==> src/rtl/vect_pkg.sv <==
// Vector-lane shared definitions: opcode constants, opcode classification,
// and the element-sequencer state encoding.
package vect_pkg;

  localparam int OPC_W = 7;
  typedef logic [OPC_W-1:0] op_t;

  // Opcodes are {funct[4:0], class[1:0]}.
  localparam logic [1:0] CLS_ALU = 2'b00;
  localparam logic [1:0] CLS_MUL = 2'b01;
  localparam logic [1:0] CLS_DIV = 2'b10;

  localparam op_t VADD   = {5'd0, CLS_ALU};
  localparam op_t VSUB   = {5'd1, CLS_ALU};
  localparam op_t VAND   = {5'd2, CLS_ALU};
  localparam op_t VOR    = {5'd3, CLS_ALU};
  localparam op_t VXOR   = {5'd4, CLS_ALU};
  localparam op_t VMUL   = {5'd0, CLS_MUL};
  localparam op_t VMULH  = {5'd1, CLS_MUL};
  localparam op_t VMACC  = {5'd2, CLS_MUL};
  localparam op_t VMADD  = {5'd3, CLS_MUL};
  localparam op_t VNMSAC = {5'd4, CLS_MUL};
  localparam op_t VNMSUB = {5'd5, CLS_MUL};
  localparam op_t VDIV   = {5'd0, CLS_DIV};
  localparam op_t VDIVU  = {5'd1, CLS_DIV};
  localparam op_t VREM   = {5'd2, CLS_DIV};

  typedef enum logic [1:0] {OPC_ALU, OPC_MUL, OPC_DIV} op_class_e;

  typedef enum logic [1:0] {ST_IDLE, ST_ISSUE, ST_DRAIN} seq_state_e;

  // Unknown opcodes fall through to the single-cycle ALU path.
  function automatic op_class_e op_class(input op_t op);
    case (op)
      VMUL, VMULH, VMACC, VMADD, VNMSAC, VNMSUB: op_class = OPC_MUL;
      VDIV, VDIVU, VREM:                         op_class = OPC_DIV;
      default:                                   op_class = OPC_ALU;
    endcase
  endfunction

  // Multiply-accumulate ops read their accumulator at the write-back index.
  function automatic logic is_macc(input op_t op);
    return op inside {VMACC, VMADD, VNMSAC, VNMSUB};
  endfunction

endpackage

==> src/rtl/alu_elem_sequencer_mul_tag_pipe.sv <==
// Enabled shift register of {valid, idx} tags that travels in lockstep with
// the multiplier pipe, so each multiply result emerges with its destination.
module mul_tag_pipe #(
  parameter int DEPTH = 4,
  parameter int IDX_W = 6
) (
  input  logic             clk_i,
  input  logic             rst_i,
  input  logic             flush_i,
  input  logic             en_i,
  input  logic             in_valid_i,
  input  logic [IDX_W-1:0] in_idx_i,
  output logic             out_valid_o,
  output logic [IDX_W-1:0] out_idx_o,
  output logic             tail_empty_o
);

  logic [DEPTH-1:0] vld_q;
  logic [IDX_W-1:0] idx_q [DEPTH];

  // Shift one stage per enabled cycle; reset and flush drop every tag.
  always_ff @(posedge clk_i) begin
    if (rst_i || flush_i) begin
      vld_q <= '0;
      // NOTE: the index array is cleared as well as the valid bits so a
      // flushed pipe never shows a stale index on its outputs.
      for (int i = 0; i < DEPTH; i++) idx_q[i] <= '0;
    end else if (en_i) begin
      // NOTE: non-blocking assignments let every stage read its neighbour's
      // old value, giving a true shift regardless of statement order.
      vld_q[0] <= in_valid_i;
      idx_q[0] <= in_idx_i;
      for (int i = 1; i < DEPTH; i++) begin
        vld_q[i] <= vld_q[i-1];
        idx_q[i] <= idx_q[i-1];
      end
    end
  end

  assign out_valid_o = vld_q[DEPTH-1];
  assign out_idx_o   = idx_q[DEPTH-1];

  // No valid tag behind the output stage: the pipe is empty after the next shift.
  always_comb begin
    tail_empty_o = 1'b1;
    for (int i = 0; i < DEPTH - 1; i++) begin
      if (vld_q[i]) tail_empty_o = 1'b0;
    end
  end

endmodule

==> src/rtl/alu_elem_sequencer.sv <==
// Per-lane element sequencer: steps one vector instruction through the ALU
// or the pipelined multiplier and produces the write-back handshake.
module alu_elem_sequencer
  import vect_pkg::*;
#(
  parameter int PIPE_ST = 5,
  parameter int VL_W    = 6,
  parameter int OP_W    = 7
) (
  input  logic            clk_i,
  input  logic            rst_i,
  input  logic            instr_valid_i,
  output logic            instr_ready_o,
  input  logic [OP_W-1:0] instr_op_i,
  input  logic [VL_W:0]   instr_vl_i,
  input  logic            instr_masked_i,
  input  logic            mask_bit_i,
  output logic [VL_W-1:0] elem_idx_o,
  output logic            alu_valid_o,
  output logic            alu_mask_en_o,
  output logic [OP_W-1:0] alu_op_o,
  output logic            mul_en_o,
  output logic            wb_valid_o,
  output logic [VL_W-1:0] wb_idx_o,
  input  logic            wb_ready_i,
  output logic            busy_o,
  output logic            done_o,
  output logic            err_o
);

  localparam logic [VL_W:0]   ONE_VL  = 1;
  localparam logic [VL_W-1:0] ONE_IDX = 1;

  seq_state_e      state_q, state_d;
  logic [OP_W-1:0] op_q, op_d;
  logic [VL_W:0]   vl_q, vl_d;
  logic            masked_q, masked_d;
  logic [VL_W-1:0] idx_q, idx_d;
  logic            done_q, done_d;
  logic            err_q, err_d;

  logic            is_mul, mask_en, last_elem, stall, accept, done_now;
  logic            wb_valid, tag_in_valid, tag_out_valid, tag_tail_empty;
  logic [VL_W-1:0] wb_idx, tag_out_idx;

  assign is_mul    = (op_class(op_q) == OPC_MUL);
  assign mask_en   = ~masked_q | mask_bit_i;
  assign last_elem = ({1'b0, idx_q} == (vl_q - ONE_VL));

  // Write-back source: tag pipe output for multiplies, the issuing element for ALU ops.
  always_comb begin
    wb_valid = 1'b0;
    wb_idx   = '0;
    if (is_mul && state_q != ST_IDLE) begin
      wb_valid = tag_out_valid;
      wb_idx   = tag_out_valid ? tag_out_idx : '0;
    end else if (!is_mul && state_q == ST_ISSUE) begin
      wb_valid = mask_en;
      wb_idx   = mask_en ? idx_q : '0;
    end
  end

  assign stall        = wb_valid & ~wb_ready_i;
  assign mul_en_o     = is_mul & (state_q != ST_IDLE) & ~stall;
  assign tag_in_valid = (state_q == ST_ISSUE) & mask_en;
  assign accept       = instr_valid_i & instr_ready_o;

  mul_tag_pipe #(
    .DEPTH (PIPE_ST - 1),
    .IDX_W (VL_W)
  ) u_tag_pipe (
    .clk_i        (clk_i),
    .rst_i        (rst_i),
    .flush_i      (accept),
    .en_i         (mul_en_o),
    .in_valid_i   (tag_in_valid),
    .in_idx_i     (idx_q),
    .out_valid_o  (tag_out_valid),
    .out_idx_o    (tag_out_idx),
    .tail_empty_o (tag_tail_empty)
  );

  // Next-state and control outputs; everything holds while stalled.
  always_comb begin
    // NOTE: every signal written here gets a default first, so no path
    // through the case statement can leave one unassigned and infer a latch.
    state_d       = state_q;
    op_d          = op_q;
    vl_d          = vl_q;
    masked_d      = masked_q;
    idx_d         = idx_q;
    done_d        = 1'b0;
    err_d         = 1'b0;
    done_now      = 1'b0;
    instr_ready_o = 1'b0;
    alu_valid_o   = 1'b0;
    alu_mask_en_o = 1'b0;
    case (state_q)
      ST_IDLE: begin
        instr_ready_o = 1'b1;
        if (instr_valid_i) begin
          op_d     = instr_op_i;
          vl_d     = instr_vl_i;
          masked_d = instr_masked_i;
          idx_d    = '0;
          // An unsupported opcode is rejected even when vl is zero.
          if (op_class(instr_op_i) == OPC_DIV) err_d = 1'b1;
          else if (instr_vl_i == '0)           done_d = 1'b1;
          else                                 state_d = ST_ISSUE;
        end
      end
      ST_ISSUE: begin
        alu_valid_o   = 1'b1;
        alu_mask_en_o = mask_en;
        if (!stall) begin
          if (!last_elem) begin
            idx_d = idx_q + ONE_IDX;
          end else if (is_mul) begin
            state_d = ST_DRAIN;
          end else begin
            state_d  = ST_IDLE;
            done_now = 1'b1;
          end
        end
      end
      ST_DRAIN: begin
        // Hold the ALU select on the multiply result while it is written back.
        alu_valid_o   = wb_valid;
        alu_mask_en_o = wb_valid;
        if (!stall && tag_tail_empty) begin
          state_d  = ST_IDLE;
          done_now = 1'b1;
        end
      end
      default: state_d = ST_IDLE;
    endcase
  end

  // State and latched-instruction registers with synchronous reset.
  always_ff @(posedge clk_i) begin
    if (rst_i) begin
      state_q  <= ST_IDLE;
      op_q     <= '0;
      vl_q     <= '0;
      masked_q <= 1'b0;
      idx_q    <= '0;
      done_q   <= 1'b0;
      err_q    <= 1'b0;
    end else begin
      state_q  <= state_d;
      op_q     <= op_d;
      vl_q     <= vl_d;
      masked_q <= masked_d;
      idx_q    <= idx_d;
      done_q   <= done_d;
      err_q    <= err_d;
    end
  end

  assign elem_idx_o = idx_q;
  assign alu_op_o   = op_q;
  assign wb_valid_o = wb_valid;
  assign wb_idx_o   = wb_idx;
  assign busy_o     = (state_q != ST_IDLE);
  assign done_o     = done_q | done_now;
  assign err_o      = err_q;

endmodule
==> config.mk <==
export PLATFORM = sky130hd
export DESIGN_NAME = alu_elem_sequencer
export DESIGN_NICKNAME = d
export VERILOG_FILES = /design/src/rtl/vect_pkg.sv /design/src/rtl/alu_elem_sequencer_mul_tag_pipe.sv /design/src/rtl/alu_elem_sequencer.sv
export SDC_FILE = /design/constraint.sdc
export NUM_CORES = 1
export LEC_CHECK = 0
export CORE_UTILIZATION = 56
export DETAILED_ROUTE_END_ITERATION = 8
export DONT_BUFFER_PORTS = 1
export PLACE_DENSITY = 0.7
export SYNTH_ARGS = -nofsm -noshare
export SYNTH_HDL_FRONTEND = slang
export SYNTH_SLANG_ARGS = --single-unit
==> constraint.sdc <==
create_clock -name clk_i -period 2.38 [get_ports clk_i]
set_clock_uncertainty 0.15 [all_clocks]
set_input_delay 0.238 -clock clk_i [delete_from_list [all_inputs] [get_ports clk_i]]
set_output_delay 0.238 -clock clk_i [all_outputs]
set_load 0.005 [all_outputs]
---- Word-level counts from Yosys, hierarchy flattened ----
Memory sizes are Yosys's and may differ from the RTL's. A register that Yosys moved wholly into a read port is not among the register bits.
Index checks and enable logic that the tools add are counted.
storage, ports and cells
  flip-flop bits (word level) ............. 29
  latch bits .............................. 0
  bits in writable memories ............... 24
  memory bits (read-only) ................. 128
  input port bits ......................... 20
  output and inout port bits .............. 27
  logic and storage cells ................. 104
  memories kept ........................... 3
cells by class
  $add $sub $neg .......................... 2
  multiply operators ...................... 0
  divide/modulo/power cells ............... 0
  order comparisons ....................... 0
  equality and inequality tests ........... 12
  shift-type cells ........................ 0
  mux-type cells .......................... 46
  bitwise logic cells ..................... 16
  reduce and logical (&&, ||, !) cells .... 17
memory list
  memory            depth  bits a word  read ports  clocked after Yosys merged registers in  wr ports  line                                   text
  (no name shown)   32     2            1           0                                        0         vect_pkg.sv:34                         case (op)
  (no name shown)   32     2            1           1                                        0         vect_pkg.sv:34
  u_tag_pipe.idx_q  4      6            4           0                                        4         alu_elem_sequencer_mul_tag_pipe.sv:19  logic [IDX_W-1:0] idx_q [DEPTH];
operators with widths
  operator                                                            count
  6-bit 2-to-1 mux                                                    11
  2-bit 2-to-1 mux                                                    11
  1-bit 2-to-1 mux                                                    17
  2-bit inequality test, second input constant                        7
  6-bit one-hot mux with 2 select lines                               1
  5-bit 2-to-1 mux                                                    2
  6-bit by 7-bit == test with 1-bit output                            1
  7-bit zero test                                                     1
  7-bit by 1-bit subtractor with 7-bit output, second input constant  1
  6-bit by 1-bit adder with 6-bit output, second input constant       1
  2-bit zero test                                                     3
  1-bit OR                                                            6
  1-bit one-hot mux with 2 select lines                               3
  2-bit one-hot mux with 3 select lines                               1
  6-bit AND reduction                                                 1
  1-bit AND                                                           5
  1-bit inverter                                                      5
  2-bit by 1-bit == test with 1-bit output, second input constant     2
  2-bit == test, second input constant                                2
  4-bit AND reduction                                                 1
  2-bit nonzero test                                                  2
  4-bit OR reduction                                                  1
  1-bit logical AND                                                   3
  3-bit OR reduction                                                  1
  3 further kinds                                                     4

---- Longest topological paths before layout ----
  depth in word-level cells ............... 14
  mapped depth ............................ 9
  gate-level depth less buffers ........... 8

---- Modules after synthesis ----
A second synthesis with hierarchy kept.
second synthesis, totals
  cells, all modules ...................... 273
  area total of the unflattened synthesis .. 2757.6 sq um
modules (own cells, without submodules)
  module              instances  cells each  area an instance (sq um)  seq. area each (sq um)
  alu_elem_sequencer  1          207         1667.8                    540.5
  mul_tag_pipe        1          66          1089.8                    800.8

---- Worst setup path after synthesis ----
No wires, ideal clock.
  path kind ............................... flip-flop to flip-flop
  start point ............................. reg op_q[6], in the netlist alu_op_o[6]
  end point ............................... mem u_tag_pipe.idx_q[0][0] (enable)
  setup time .............................. 384 ps
  arrival time ............................ 2117 ps
  data required time ...................... 1846 ps
  setup slack ............................. -271 ps
  cell stages (with the launch flop) ...... 6
  path buffers ............................ 2
  clock period less this slack ............ 2651 ps
  cells stage by stage .................... dfxtp_1 -> or4b_1 -> buf_2 -> nor3_1 -> buf_2 -> nand2b_1
RTL lines
  item                    line                                   text
  from (decl)             alu_elem_sequencer.sv:35               logic [OP_W-1:0] op_q, op_d;
  from (signal assigned)  alu_elem_sequencer.sv:151              op_q <= op_d;
  to (decl)               alu_elem_sequencer_mul_tag_pipe.sv:19

---- Final worst setup path ----
  start point ............................. reg vl_q[2]
  end point ............................... out done_o
between the ends
  word-level cells in the longest chain between the ends .. 6
ends and longest elaborated chain
  item                                         line                       text
  from (decl)                                  alu_elem_sequencer.sv:36   logic [VL_W:0] vl_q, vl_d;
  from (signal assigned)                       alu_elem_sequencer.sv:152  vl_q <= vl_d;
  7-bit by 1-bit subtractor with 7-bit output  alu_elem_sequencer.sv:48   assign last_elem = ({1'b0, idx_q} == (vl_q - ONE_VL));
  6-bit by 7-bit == test with 1-bit output     alu_elem_sequencer.sv:48
  1-bit 2-to-1 mux                             alu_elem_sequencer.sv:116  if (!last_elem) begin
  1-bit 2-to-1 mux                             alu_elem_sequencer.sv:115  if (!stall) begin
  1-bit one-hot mux with 2 select lines        alu_elem_sequencer.sv:98   case (state_q)
  1-bit OR                                     alu_elem_sequencer.sv:165  assign done_o = done_q | done_now;
  to (decl)                                    alu_elem_sequencer.sv:27   output logic done_o,
Every way passes these cells.

==> summary.md <==
| Metric | Value |
|---|---|
| Cells after DPL | 324 |
| F_max | 388 MHz |
| Routed vias | 2,140 |
| RR Startpoint | vl_q[2]$_SDFFE_PP0P_ |
| Setup TNS | -0.198 ns |
| Area growth syn-to-layout | 22.6% |
| Die X | 71.2 um |
| Cell variety after synth | 56 |
| # DRC | 4 |
| Placed inst area | 2920 um^2 |
| Dominant synthesized flop cell | dfxtp_1 |
| Synth Area in XOR/XNOR | 1.96% |
| Peak VDD IR | 0.529 mV |
| Largest net degree at the start of global routing | 26 |
| Clk sinks | 55 |
| IO Port Bufs | 0 |
| Vias/cell | 6.06 |
| Crit path required time | 1.99 ns |
| Hold path start | rst_i |
| Synth cell count leaders | dfxtp_1, and3_1, edfxtp_1 |
| Clock Path Buffers | 2 |
| Setup crit start | vl_q[2]$_SDFFE_PP0P_ |
| Period utilization | 108% |
| Hold_ws | -0.00439 ns |
| Number of diodes | 0 |
| Clock-pin slew on the worst setup and hold paths | 0.10 ns |
| Gr usage total | 25.7% |
| Post-Synth Simple-Gate Area | 22.5% |
| CTS tree | done |
| Clk root buf | clkbuf_8 |
| Post-synthesis adder-cell area fraction | 2.33% |
| Synth area leaders | edfxtp_1, dfxtp_1, and3_1 |
| Critical setup path kind | reg -> out |
| # Max-Cap Violations | 0 |
| Final setup fails | 1 |
| CP endpoint kind | primary output |
| Finished layout cell area | 3290 um^2 |
| Syn nets | 285 |
| Post-synth top area share | 26.9% |
| Post-synth EDFFs | 24 |
| Pleak | 1.38 nW |
| Wirelength, routed | 6090 um |
| Final GP Congestion | 0.843 |
| Critical Path Source Type | register |
| Synth async-reset ratio | 0% |
| Fillcell total | 302 |
| Total CTS buffers | 5 |
| Yosys synthesis warning count | 0 |
| Final HPWL DP | 4030 um |
| Full die area | 5070 um^2 |
| Starting Density | 59.9% |
| Hold Path Class | in -> reg |
| Synth Area in Compound Gates | 17.1% |
| Critical-path maximum fanout | 8 |
| Sequential area share after synthesis | 50.0% |
| Synth area leader | edfxtp_1 |
| Status | finished with violations |
| Final net count | 325 |
| Vias in the first global route | 2,114 |
| Final WS setup | -0.198 ns |
| Crit path arrival time | 2.19 ns |
| FP Rows | 24 |
| Die Y | 71.2 um |
| Most frequent cell after synthesis | dfxtp_1 |
| Post-route ant nets | 0 |
| Number of synthesized register bits | 55 |
| Worst slack at placement | -0.0210 ns |
| Mean Syn Cell Area | 10.3 um^2 |
| Mapped Area | 2680 um^2 |
| Post-layout min period | 2.58 ns |
| Power Dens Cells | 806 nW/um^2 |
| Global-route wire length before repair | 9990 um |
| Failing checks | design-rule violations, negative hold slack, negative setup slack |
| CTS H-Tree Depth | 2 |
| Post-synthesis mux area share | 2.47% |
| Max-slew violation count | 0 |
| RSZ-0062 raised after global routing | true |
| IO Count | 47 |
| Layout cells sized above 1 | 20.9% |
| DR iter-0 viols | 200 |
| Least-Margin Pin Slew | 0.596 ns |
| Relative slew margins | 59.9% |
| Core area | 4470 um^2 |
| Initial antenna violation count | 0 |
| Largest family of logic cells by synthesized area | simple AND/OR/NAND/NOR gates |
| Hold Fails Final Rpt | 1 |
| Gr ovfl total | 0 |
| Per-cell routed wire length | 17.3 um |
| Worst-skew pair later-pin latency | 0.31 ns |
| Gate Count Post-Synth | 260 |
| Layout Cells excl Fill | 353 |
| Detailed Routing Iterations Pass 1 | 6 |
| Slack of the worst reg-to-reg path | 0.07 ns |
## per-layer routing
metal  vias up  GRT usage, %  routed length (um)
li1       1049             -                   -
met3         5          5.27                 303
met2        64          39.8                2840
met4         0          8.22                  54
met1      1022          36.2                2890
met5         -             0                   0
## where the power goes
part	switching (W)	internal (W)	total (W)
Combinational	0.000500	0.000384	0.000884
Clock	0.000302	0.000273	0.000575
Sequential	0.0000714	0.00112	0.00119
Total	0.000873	0.00178	0.00265
## area by class of cell
cell class	instances	area [um^2]	share of cell area (%)
tap	52	65.1	1.98
timing repair buffer	48	420	12.8
multi-input combinational	180	1320	40.1
clock buffer	7	97.6	2.97
clock inverter	1	6.26	0.190
sequential	55	1340	40.9
inverter	10	37.5	1.14
## placed cells by master, fill, tap and decap left out, drive strengths merged, types with 2 or more instances in the layout
cell type / n
a21boi: 3
a21oi: 6
a22o: 17
a22oi: 2
and3: 25
and3b: 2
buf: 32
clkbuf: 7
dfxtp: 31
dlygate4sd3: 16
edfxtp: 24
ha: 5
inv: 11
mux2: 2
mux2i: 4
nand2: 12
nand2b: 13
nand3: 6
nand3b: 4
nand4: 3
nor2: 16
nor2b: 4
nor3: 7
nor3b: 2
nor4: 2
nor4b: 2
o211ai: 3
o21ai: 11
o311ai: 2
o31ai: 3
or3: 2
xnor2: 4
xor2: 2
## logic make-up after synthesis
group / count (synthesis)
flip-flops: 55
multiplexers: 6
AO/OA/AOI/OAI: 58
adder cells (fa/ha/maj): 5
XOR/XNOR: 6
AND/OR/NAND/NOR: 105
buffers and inverters: 25
## registers in the layout (all words and copies together), names as in the netlist, named ones only
register          count
alu_op_o              7
done_q                1
elem_idx_o            6
err_o                 1
masked_q              1
state_q               2
u_tag_pipe.idx_q     24
u_tag_pipe.vld_q      4
vl_q                  7
## through the flow
step / power (W) / utilization (%)
after floorplan: 0.00173 / -
after global placement: 0.00196 / 65.2
after detailed placement: 0.00197 / 65.2
after CTS: 0.00261 / 72.5
after global routing: 0.00280 / 73.5
final: 0.00265 / 73.5
## worst max-delay path, cell delays in order (launching register included)
cell and delay, ns:
dfxtp_1 0.44, nor2b_1 0.20, or3_1 0.35, a311oi_2 0.31, o21ai_2 0.13, o311ai_2 0.27
buf_4 0.17
## worst paths after layout
kind | end | cells past startpoint
max | done_o | 6
max reg2reg | state_q[1]$_SDFFE_PP0P_ | 7
min reg2reg | masked_q$_SDFFE_PP0P_ | 1
min | elem_idx_o[0]$_SDFFE_PP0P_ | 2
## repair_timing
item / CTS / global route
endpoints found under the setup margin: 2 / 16
cloned: 0 / 0
pin swaps: 5 / 2
hold buffers: 16 / 0
gates resized for setup: 8 / 9
setup buffers: 5 / 2
hold endpoints to repair: 23 / 0
Power figures use the tool's default switching activity.
